### src/rtl/serial_frame_rx.sv
// Serial byte receiver: MSB-first shifter clocked by clk while cs=1, feeding a small
// FIFO with per-byte start-of-frame tags. Optional even parity via SERIAL_RX_PARITY_EN.
module serial_frame_rx #(
    parameter int FIFO_DEPTH = 4
) (
    input  logic       clk,
    input  logic       reset_n,
    input  logic       cs,
    input  logic       data_in,
    output logic [7:0] rx_data,
    output logic       rx_sof,
    output logic       rx_valid,
    input  logic       rx_ready,
    output logic       overflow,
    output logic       frame_err,
    output logic       parity_err
);

    localparam int AW = $clog2(FIFO_DEPTH);
`ifdef SERIAL_RX_PARITY_EN
    localparam int NBITS = 9;
`else
    localparam int NBITS = 8;
`endif
    // The last serial bit is never stored: it is taken straight from data_in.
    localparam int SW = NBITS - 1;
    localparam logic [3:0] LAST_BIT = 4'(NBITS - 1);

    logic [3:0]    r_bit_cnt;
    logic [SW-1:0] r_shift;
    logic          r_got_byte;
    logic          r_frame_err;
    logic          r_overflow;
    logic [AW:0]   r_wr_ptr;
    logic [AW:0]   r_rd_ptr;
    logic [7:0]    r_mem_data [FIFO_DEPTH];
    logic          r_mem_sof  [FIFO_DEPTH];

    logic       w_done;
    logic [7:0] w_byte;
    logic       w_par_ok;
    logic       w_push_req;
    logic       w_empty;
    logic       w_full;
    logic       w_pop;
    logic       w_push;
    logic       w_drop;

    assign w_done = cs && (r_bit_cnt == LAST_BIT);

`ifdef SERIAL_RX_PARITY_EN
    logic r_parity_err;

    assign w_byte     = r_shift;
    assign w_par_ok   = ~(^{r_shift, data_in});
    assign parity_err = r_parity_err;

    always_ff @(posedge clk) begin
        if (!reset_n) begin
            r_parity_err <= 1'b0;
        end else begin
            r_parity_err <= w_done && !w_par_ok;
        end
    end
`else
    assign w_byte     = {r_shift, data_in};
    assign w_par_ok   = 1'b1;
    assign parity_err = 1'b0;
`endif

    assign w_push_req = w_done && w_par_ok;
    assign w_empty    = (r_wr_ptr == r_rd_ptr);
    assign w_full     = (r_wr_ptr[AW] != r_rd_ptr[AW]) &&
                        (r_wr_ptr[AW-1:0] == r_rd_ptr[AW-1:0]);
    assign w_pop      = !w_empty && rx_ready;
    // A pop in the same cycle frees the slot the incoming byte needs.
    assign w_push     = w_push_req && (!w_full || w_pop);
    assign w_drop     = w_push_req && w_full && !w_pop;

    always_ff @(posedge clk) begin
        if (!reset_n) begin
            r_bit_cnt   <= '0;
            r_shift     <= '0;
            r_got_byte  <= 1'b0;
            r_frame_err <= 1'b0;
        end else if (cs) begin
            r_shift     <= {r_shift[SW-2:0], data_in};
            r_bit_cnt   <= w_done ? 4'd0 : r_bit_cnt + 4'd1;
            r_frame_err <= 1'b0;
            // A parity-rejected byte leaves the SOF tag for the next byte.
            if (w_push_req) begin
                r_got_byte <= 1'b1;
            end
        end else begin
            r_bit_cnt   <= '0;
            r_shift     <= '0;
            r_got_byte  <= 1'b0;
            r_frame_err <= (r_bit_cnt != 4'd0);
        end
    end

    always_ff @(posedge clk) begin
        if (!reset_n) begin
            r_wr_ptr   <= '0;
            r_rd_ptr   <= '0;
            r_overflow <= 1'b0;
        end else begin
            if (w_push) begin
                r_wr_ptr <= r_wr_ptr + 1'b1;
            end
            if (w_pop) begin
                r_rd_ptr <= r_rd_ptr + 1'b1;
            end
            if (w_drop) begin
                r_overflow <= 1'b1;
            end
        end
    end

    always_ff @(posedge clk) begin
        if (reset_n && w_push) begin
            r_mem_data[r_wr_ptr[AW-1:0]] <= w_byte;
            r_mem_sof[r_wr_ptr[AW-1:0]]  <= !r_got_byte;
        end
    end

    // Head is gated so the outputs read zero whenever the FIFO is empty.
    assign rx_valid  = !w_empty;
    assign rx_data   = w_empty ? 8'h00 : r_mem_data[r_rd_ptr[AW-1:0]];
    assign rx_sof    = w_empty ? 1'b0  : r_mem_sof[r_rd_ptr[AW-1:0]];
    assign overflow  = r_overflow;
    assign frame_err = r_frame_err;

endmodule
### config.mk
export PLATFORM = sky130hd
export DESIGN_NAME = serial_frame_rx
export DESIGN_NICKNAME = d
export VERILOG_FILES = /design/src/rtl/serial_frame_rx.sv
export SDC_FILE = /design/constraint.sdc
export NUM_CORES = 1
export LEC_CHECK = 0
export ABC_AREA = 1
export CAP_MARGIN = 20
export CORE_MARGIN = 3
export CORE_UTILIZATION = 35
export CTS_CLUSTER_SIZE = 40
export DETAILED_ROUTE_END_ITERATION = 8
export PLACE_DENSITY = 0.5
export SLEW_MARGIN = 40
export SYNTH_ARGS = -nofsm -noshare
export SYNTH_HDL_FRONTEND = slang
export SYNTH_SLANG_ARGS = --single-unit
### constraint.sdc
create_clock -name clk -period 3.12 [get_ports clk]
set_input_delay 0.468 -clock clk [delete_from_list [all_inputs] [get_ports clk]]
set_output_delay 0.468 -clock clk [all_outputs]
set_load 0.1 [all_outputs]
==> results of run 1 <==
-- flip-flops by register name, summed over array words and instances (netlist names), named ones only --
name / cells
r_bit_cnt: 4
overflow: 1
r_wr_ptr: 3
r_mem_data: 32
r_rd_ptr: 3
r_got_byte: 1
r_shift: 7
frame_err: 1
r_mem_sof: 4
-- kinds of logic after synthesis --
| kind of cell | Yosys count | synth area share, % |
|---|---|---|
| AOI/OAI and AO/OA | 27 | 6.50 |
| xor gates and xnor gates | 3 | 1.11 |
| adders and majority gates | 7 | 3.70 |
| buffers and inverters | 41 | 7.35 |
| DFF | 58 | 64.3 |
| muxes | 9 | 3.81 |
| other | 1 | 0.158 |
| and+or+nand+nor | 71 | 13.1 |
-- per-layer routing --
| layer | global-route usage (%) | vias up |
|---|---|---|
| li1 | - | 768 |
| met1 | 17.9 | 638 |
| met2 | 15.4 | 26 |
| met3 | 4.19 | 8 |
| met4 | 7.01 | 0 |
| met5 | 0 | - |
-- worst max path at each step --
stage                      startpoint                to  slack [ns]  depth (start not counted)
after CTS                    register        rx_data[4]        0.72                          7
after floorplan           r_rd_ptr[0]        rx_data[0]        1.03                          7
after global routing         register        rx_data[4]        0.60                          7
final                        register        rx_data[4]        0.80                          7
after global placement             cs  r_mem_data[2][7]        0.96                          6
after detailed placement           cs  r_mem_data[2][6]        0.92                          6
-- worst max-delay path, stage by stage (launching register included) --
cell	delay, ns
dfxtp_1	0.31
buf_4	0.25
clkinv_1	0.31
nor2_1	0.20
o22ai_1	0.11
nand2_1	0.09
inv_1	0.04
buf_4	0.22
-- cell type report --
cell class                 count  area [um2]
inverter                      35         131
timing repair buffer          21         168
clock inverter                 6         105
sequential                    58        1520
fill                         637        3640
multi-input combinational    118         672
clock buffer                  10         128
tap                           77        96.3
-- power by group through the flow --
stage / Sequential, mW / Clock (mW) / Combinational (mW)
floorplan: 0.832 / 0 / 0.0503
detailed placement: 0.831 / 0 / 0.0689
finish: 0.814 / 0.808 / 0.0678
global placement: 0.831 / 0 / 0.0683
global route: 0.814 / 0.872 / 0.0732
CTS: 0.814 / 0.826 / 0.0689
-- per-stage QoR --
| step | setup WS (ns) | utilization [%] | hold slack (ns) | instances | power [mW] |
|---|---|---|---|---|---|
| 6_report | 0.797 | 43.7 | 0.464 | 325 | 1.69 |
| 4_1_cts | 0.721 | 43.7 | 0.468 | 325 | 1.71 |
| 2_1_floorplan | 1.03 | - | 0.430 | 217 | 0.883 |
| 5_1_grt | 0.605 | 43.7 | 0.496 | 325 | 1.76 |
| 3_3_place_gp | 0.958 | 40.1 | 0.456 | 309 | 0.899 |
| 3_5_place_dp | 0.921 | 40.1 | 0.453 | 309 | 0.900 |
-- cell usage after synthesis, types with 2 or more instances --
master and instances:
a21oi_1 6, nor2_2 2, inv_2 3, mux2i_1 9, edfxtp_1 36, nand2_2 6
o21ai_0 9, inv_1 31, nand3_1 8, buf_4 3, xor2_1 2, o22ai_1 9
nand2_1 23, nor2_1 29, dfxtp_1 22, ha_1 7
==> impl_metrics.py, run 1 <==
metrics = {
    "setup_path": {
        "critPathKind": "reg2out",
        "r2r_slack_ns": 1.37,
        "r2r-start": "r_bit_cnt[0]",
        "cp-start-kind": "register",
        "regToRegEndpoint": "r_mem_sof[2]",
        "worstPathMaxFanout": 19,
        "reg2reg_depth": 6,
        "worst_ep_required_time_ns": 2.65,
        "endpoint_kind": "output port",
        "arrival_ns": 1.86,
    },
    "hold_path": {
        "holdPathEnd": "r_bit_cnt[0]",
        "holdPathStages": 1,
        "hp-class": "reg2reg",
        "hp-start": "r_bit_cnt[0]",
    },
    "synth": {
        "netlist_instances": 217,
        "yosysTopAreaCell": "edfxtp_1",
        "ys_seq_elements": 58,
        "ys.flop_type": "edfxtp_1",
        "syn_nets": 229,
        "syn_area_per_cell_um2": 10.9,
        "netlist_top_cells_area": "edfxtp_1, dfxtp_1, inv_1",
        "synth_edf_count": 36,
        "ys_warn_count": 0,
        "synthArstFlopShare_pct": 0,
        "ys_types": 28,
        "syn_area_um2": 2370,
        "synth_seq_area_share_pct": 64.3,
        "synth.top_cell.area_share_pct": 45.7,
    },
    "grt": {
        "grt_start_max_net_pins": 20,
        "overflow": 0,
        "grt_use_total_pct": 12.2,
        "first_global_vias": 1385,
        "antenna_found_initial": 0,
        "grt_pass1_wl_um": 6910,
    },
    "run": {
        "max_cap_viol_count": 0,
    },
    "timing": {
        "skew_ns": 0.00727,
        "period_share_pct": 74.5,
        "tns_ns": 0,
        "slew_headroom_pct": 65.7,
        "final-setup-viol-count": 0,
        "worstMarginPinSlew_ns": 0.513,
        "rsz0062_at_grt": "false",
        "finalMaxSlewViolations": 0,
        "fmax_mhz": 430,
        "hold_violations": 0,
        "finalCriticalPeriod_ns": 2.32,
    },
    "clocking": {
        "cts_resized": 0,
        "cts_buffers": 9,
        "clock_sinks": 58,
        "clk_pin_slew_ns": 0.07,
        "ctsRootBufferMaster": "clkbuf_8",
        "cts_tree": "yes",
        "clock_path_buffers": 2,
        "htreeDepth": 3,
        "cts_hold_buffers": 0,
        "post_cts_buffers": 0,
        "clock_latency_ns": 0.33,
    },
    "power_and_ir_drop": {
        "power_density_nw_per_um2": 599,
        "cellLeakagePower_nw": 1.10,
        "p_sw_mw": 0.338,
        "intPower_mw": 1.35,
        "vdd_ir_drop_max_mv": 0.324,
        "pwr-share-seq_pct": 48.2,
        "sw_frac_of_total_pct": 20.0,
        "p_comb_share_pct": 4.0,
        "pwr-share-clk_pct": 47.8,
    },
    "drt": {
        "dr_wl_met2_um": 1630,
        "drt_wl_total_um": 4110,
        "drc": 0,
        "wl_met1_um": 2220,
        "drtIter0Drc": 93,
        "num_vias": 1440,
        "firstDrtPassIters": 4,
        "met3WireLength_um": 175,
        "routedWlPerCell_um": 12.6,
        "ant_nets": 0,
        "top_layer": "met4",
        "viasPerCell": 4.43,
    },
    "die": {
        "die_height_um": 88.2,
        "die_area_um2": 7790,
        "initial_utilization_pct": 36.7,
        "fp-row-count": 29,
        "core_area_um2": 6460,
        "top_level_ports": 18,
        "dieWidth_um": 88.2,
    },
    "final_layout": {
        "final_cell_mix": "edfxtp_1, inv_1, nor2_1, nand2_1, dfxtp_1",
        "layout-drive-gt1-share_pct": 16.9,
        "layout.nets": 255,
        "final_area_um2": 2820,
        "final_common_cell": "edfxtp_1",
        "n_antenna_cell": 0,
        "syn_to_final_growth_pct": 19.2,
    },
    "placement": {
        "port_buffers": 16,
        "placed_area_um2": 2590,
        "place_hpwl_um": 2930,
        "gp_congestion": 0.703,
    },
    "run_status": {
        "outcome": "completed",
    },
}
(Power assumes the default switching activity.)
==> run 2, diff against run 1 <==
- clock period: 3.12 -> 2.4 ns (I/O delays scaled with it)
==> run 2 against run 1 <==
  * Die area unchanged
  * Critical path type unchanged
  * Critical path depth unchanged
  * Cell area increased by 3.0%
  * Hold slack better by 0.0044 ns
  * Clock skew barely moved
  * Sequential cell count unchanged
  * First-iteration DRC count decreased by 19%
  * Clock-buffer cell count down 1
  * Setup slack worse by 0.52 ns
  * Global-route usage increased by 1.4 points
  * Via count rose by 2.8%
  * Combinational power rose by 49%
==> impl_metrics.py, run 2 (synthesized netlist as in run 1, its figures left out) <==
metrics = {
    "timing": {
        "skew_ns": 0.00703,
        "slew_headroom_pct": 65.7,
        "tns_ns": 0,
        "fmax_mhz": 471,
        "finalMaxSlewViolations": 0,
        "period_share_pct": 88.4,
        "worstMarginPinSlew_ns": 0.513,
        "hold_violations": 0,
        "final-setup-viol-count": 0,
        "rsz0062_at_grt": "false",
        "finalCriticalPeriod_ns": 2.12,
    },
    "die": {
        "top_level_ports": 18,
        "die_height_um": 88.2,
        "die_area_um2": 7790,
        "core_area_um2": 6460,
        "initial_utilization_pct": 36.7,
        "fp-row-count": 29,
        "dieWidth_um": 88.2,
    },
    "drt": {
        "viasPerCell": 4.55,
        "ant_nets": 0,
        "drtIter0Drc": 75,
        "num_vias": 1480,
        "drc": 0,
        "drt_wl_total_um": 4580,
        "routedWlPerCell_um": 14.1,
        "firstDrtPassIters": 4,
    },
    "placement": {
        "place_hpwl_um": 3200,
        "placed_cells": 309,
        "port_buffers": 16,
        "gp_congestion": 0.810,
    },
    "final_layout": {
        "final_common_cell": "edfxtp_1",
        "layout-drive-gt1-share_pct": 18.1,
        "fillers": 600,
        "stdcell_count": 325,
        "syn_to_final_growth_pct": 22.8,
        "final_cell_mix": "edfxtp_1, inv_1, nor2_1, nand2_1, dfxtp_1",
        "fin_util_pct": 45.0,
        "n_antenna_cell": 0,
        "layout.nets": 255,
        "largest_reg_flops": 32,
    },
    "grt": {
        "grt_use_total_pct": 13.7,
        "antenna_found_initial": 0,
        "first_global_vias": 1423,
        "overflow": 0,
        "grt_pass1_wl_um": 7540,
        "grt_start_max_net_pins": 20,
    },
    "clocking": {
        "ctsRootBufferMaster": "clkbuf_8",
        "cts_hold_buffers": 0,
        "clock_sinks": 58,
        "cts_buffers": 9,
        "clock_path_buffers": 2,
        "clk_pin_slew_ns": 0.07,
        "cts_tree": "yes",
        "post_cts_buffers": 0,
        "cts_resized": 0,
        "htreeDepth": 3,
        "clock_latency_ns": 0.33,
    },
    "power_and_ir_drop": {
        "cellLeakagePower_nw": 1.11,
        "vdd_ir_drop_max_mv": 0.351,
        "power_density_nw_per_um2": 697,
        "power_mw": 2.03,
        "p_sw_mw": 0.465,
        "sw_frac_of_total_pct": 23.0,
        "pwr-share-clk_pct": 42.8,
        "intPower_mw": 1.56,
        "pwr-share-seq_pct": 52.2,
        "p_comb_share_pct": 5.0,
    },
    "setup_path": {
        "critPathKind": "reg2out",
        "worstPathMaxFanout": 19,
        "critPathSlowestCell": "dfxtp_1",
        "reg2reg_depth": 6,
        "regToRegEndpoint": "r_mem_sof[1]",
        "path_cells": "buf_4, clkinv_1, nor2_1, o22ai_1, nand2_1, inv_1, buf_12",
        "r2r_slack_ns": 0.65,
        "arrival_ns": 1.76,
        "cp-start-kind": "register",
        "r2r-start": "r_bit_cnt[0]",
        "slowest_delay_ns": 0.31,
        "worst_ep_required_time_ns": 2.04,
        "endpoint_kind": "output port",
    },
    "hold_path": {
        "hp-class": "reg2reg",
        "holdPathStages": 1,
        "holdPathEnd": "r_bit_cnt[0]",
        "hp-start": "r_bit_cnt[0]",
    },
    "run": {
        "max_cap_viol_count": 0,
    },
    "run_status": {
        "outcome": "completed",
    },
}
[run 2: cell count changes in the layout (fill, tap and decap cells not counted)]
cell        delta
buf_12        +10
buf_4         -10
clkinv_2       +3
bufinv_16      -2
clkinv_1       -2
clkbuf_1       -1
clkinvlp_4     +1
inv_6          +1
[run 2: worst max path at each step]
stage,from,slack [ns],endpoint,depth (start not counted)
4_1_cts,register,0.20,rx_data[5],7
5_1_grt,register,0.09,rx_data[6],7
6_report,register,0.28,rx_data[6],7
3_3_place_gp,cs,0.36,r_mem_data[1][7],6
2_1_floorplan,r_rd_ptr[0],0.42,rx_data[0],7
3_5_place_dp,cs,0.34,r_mem_data[1][7],6
[run 2: per-stage QoR]
stage / hold slack (ns) / cell area [um2] / setup slack, ns
after floorplan: 0.430 / 2370 / 0.416
after global placement: 0.452 / 2710 / 0.361
after detailed placement: 0.460 / 2710 / 0.339
after CTS: 0.474 / 2910 / 0.202
after global routing: 0.500 / 2910 / 0.0892
final: 0.468 / 2910 / 0.278
[run 2: cell type report]
cell class | count | area, um2 | area share (%)
Clock buffer | 9 | 124 | 4.26
Clock inverter | 7 | 68.8 | 2.37
Inverter | 35 | 131 | 4.52
Multi-Input combinational cell | 118 | 672 | 23.1
Sequential cell | 58 | 1520 | 52.3
Tap cell | 77 | 96.3 | 3.31
Timing Repair Buffer | 21 | 293 | 10.1
[run 2: power by group through the flow]
stage,sequential (mW),clock [mW],combinational (mW)
after floorplan,1.08,0,0.0654
after global placement,1.08,0,0.102
after detailed placement,1.08,0,0.102
after CTS,1.06,0.898,0.102
after global routing,1.06,0.948,0.109
final,1.06,0.867,0.101
[run 2: metal layers]
layer	GRT usage [%]	vias up	wire (um)	share of wire [%]
met5	0	-	0	0
met4	6.32	0	97	2.1
met3	4.75	10	148	3.2
met2	19.6	30	2170	47
met1	18.5	671	2170	47
li1	-	769	-	-
[run 2: worst max-delay path: cells and delay by family (launching register included)]
| family | cells | cell delay (ns) |
|---|---|---|
| AOI/OAI and AO/OA | 1 | 0.11 |
| buffers and inverters | 4 | 0.73 |
| DFF | 1 | 0.31 |
| and+or+nand+nor | 2 | 0.27 |
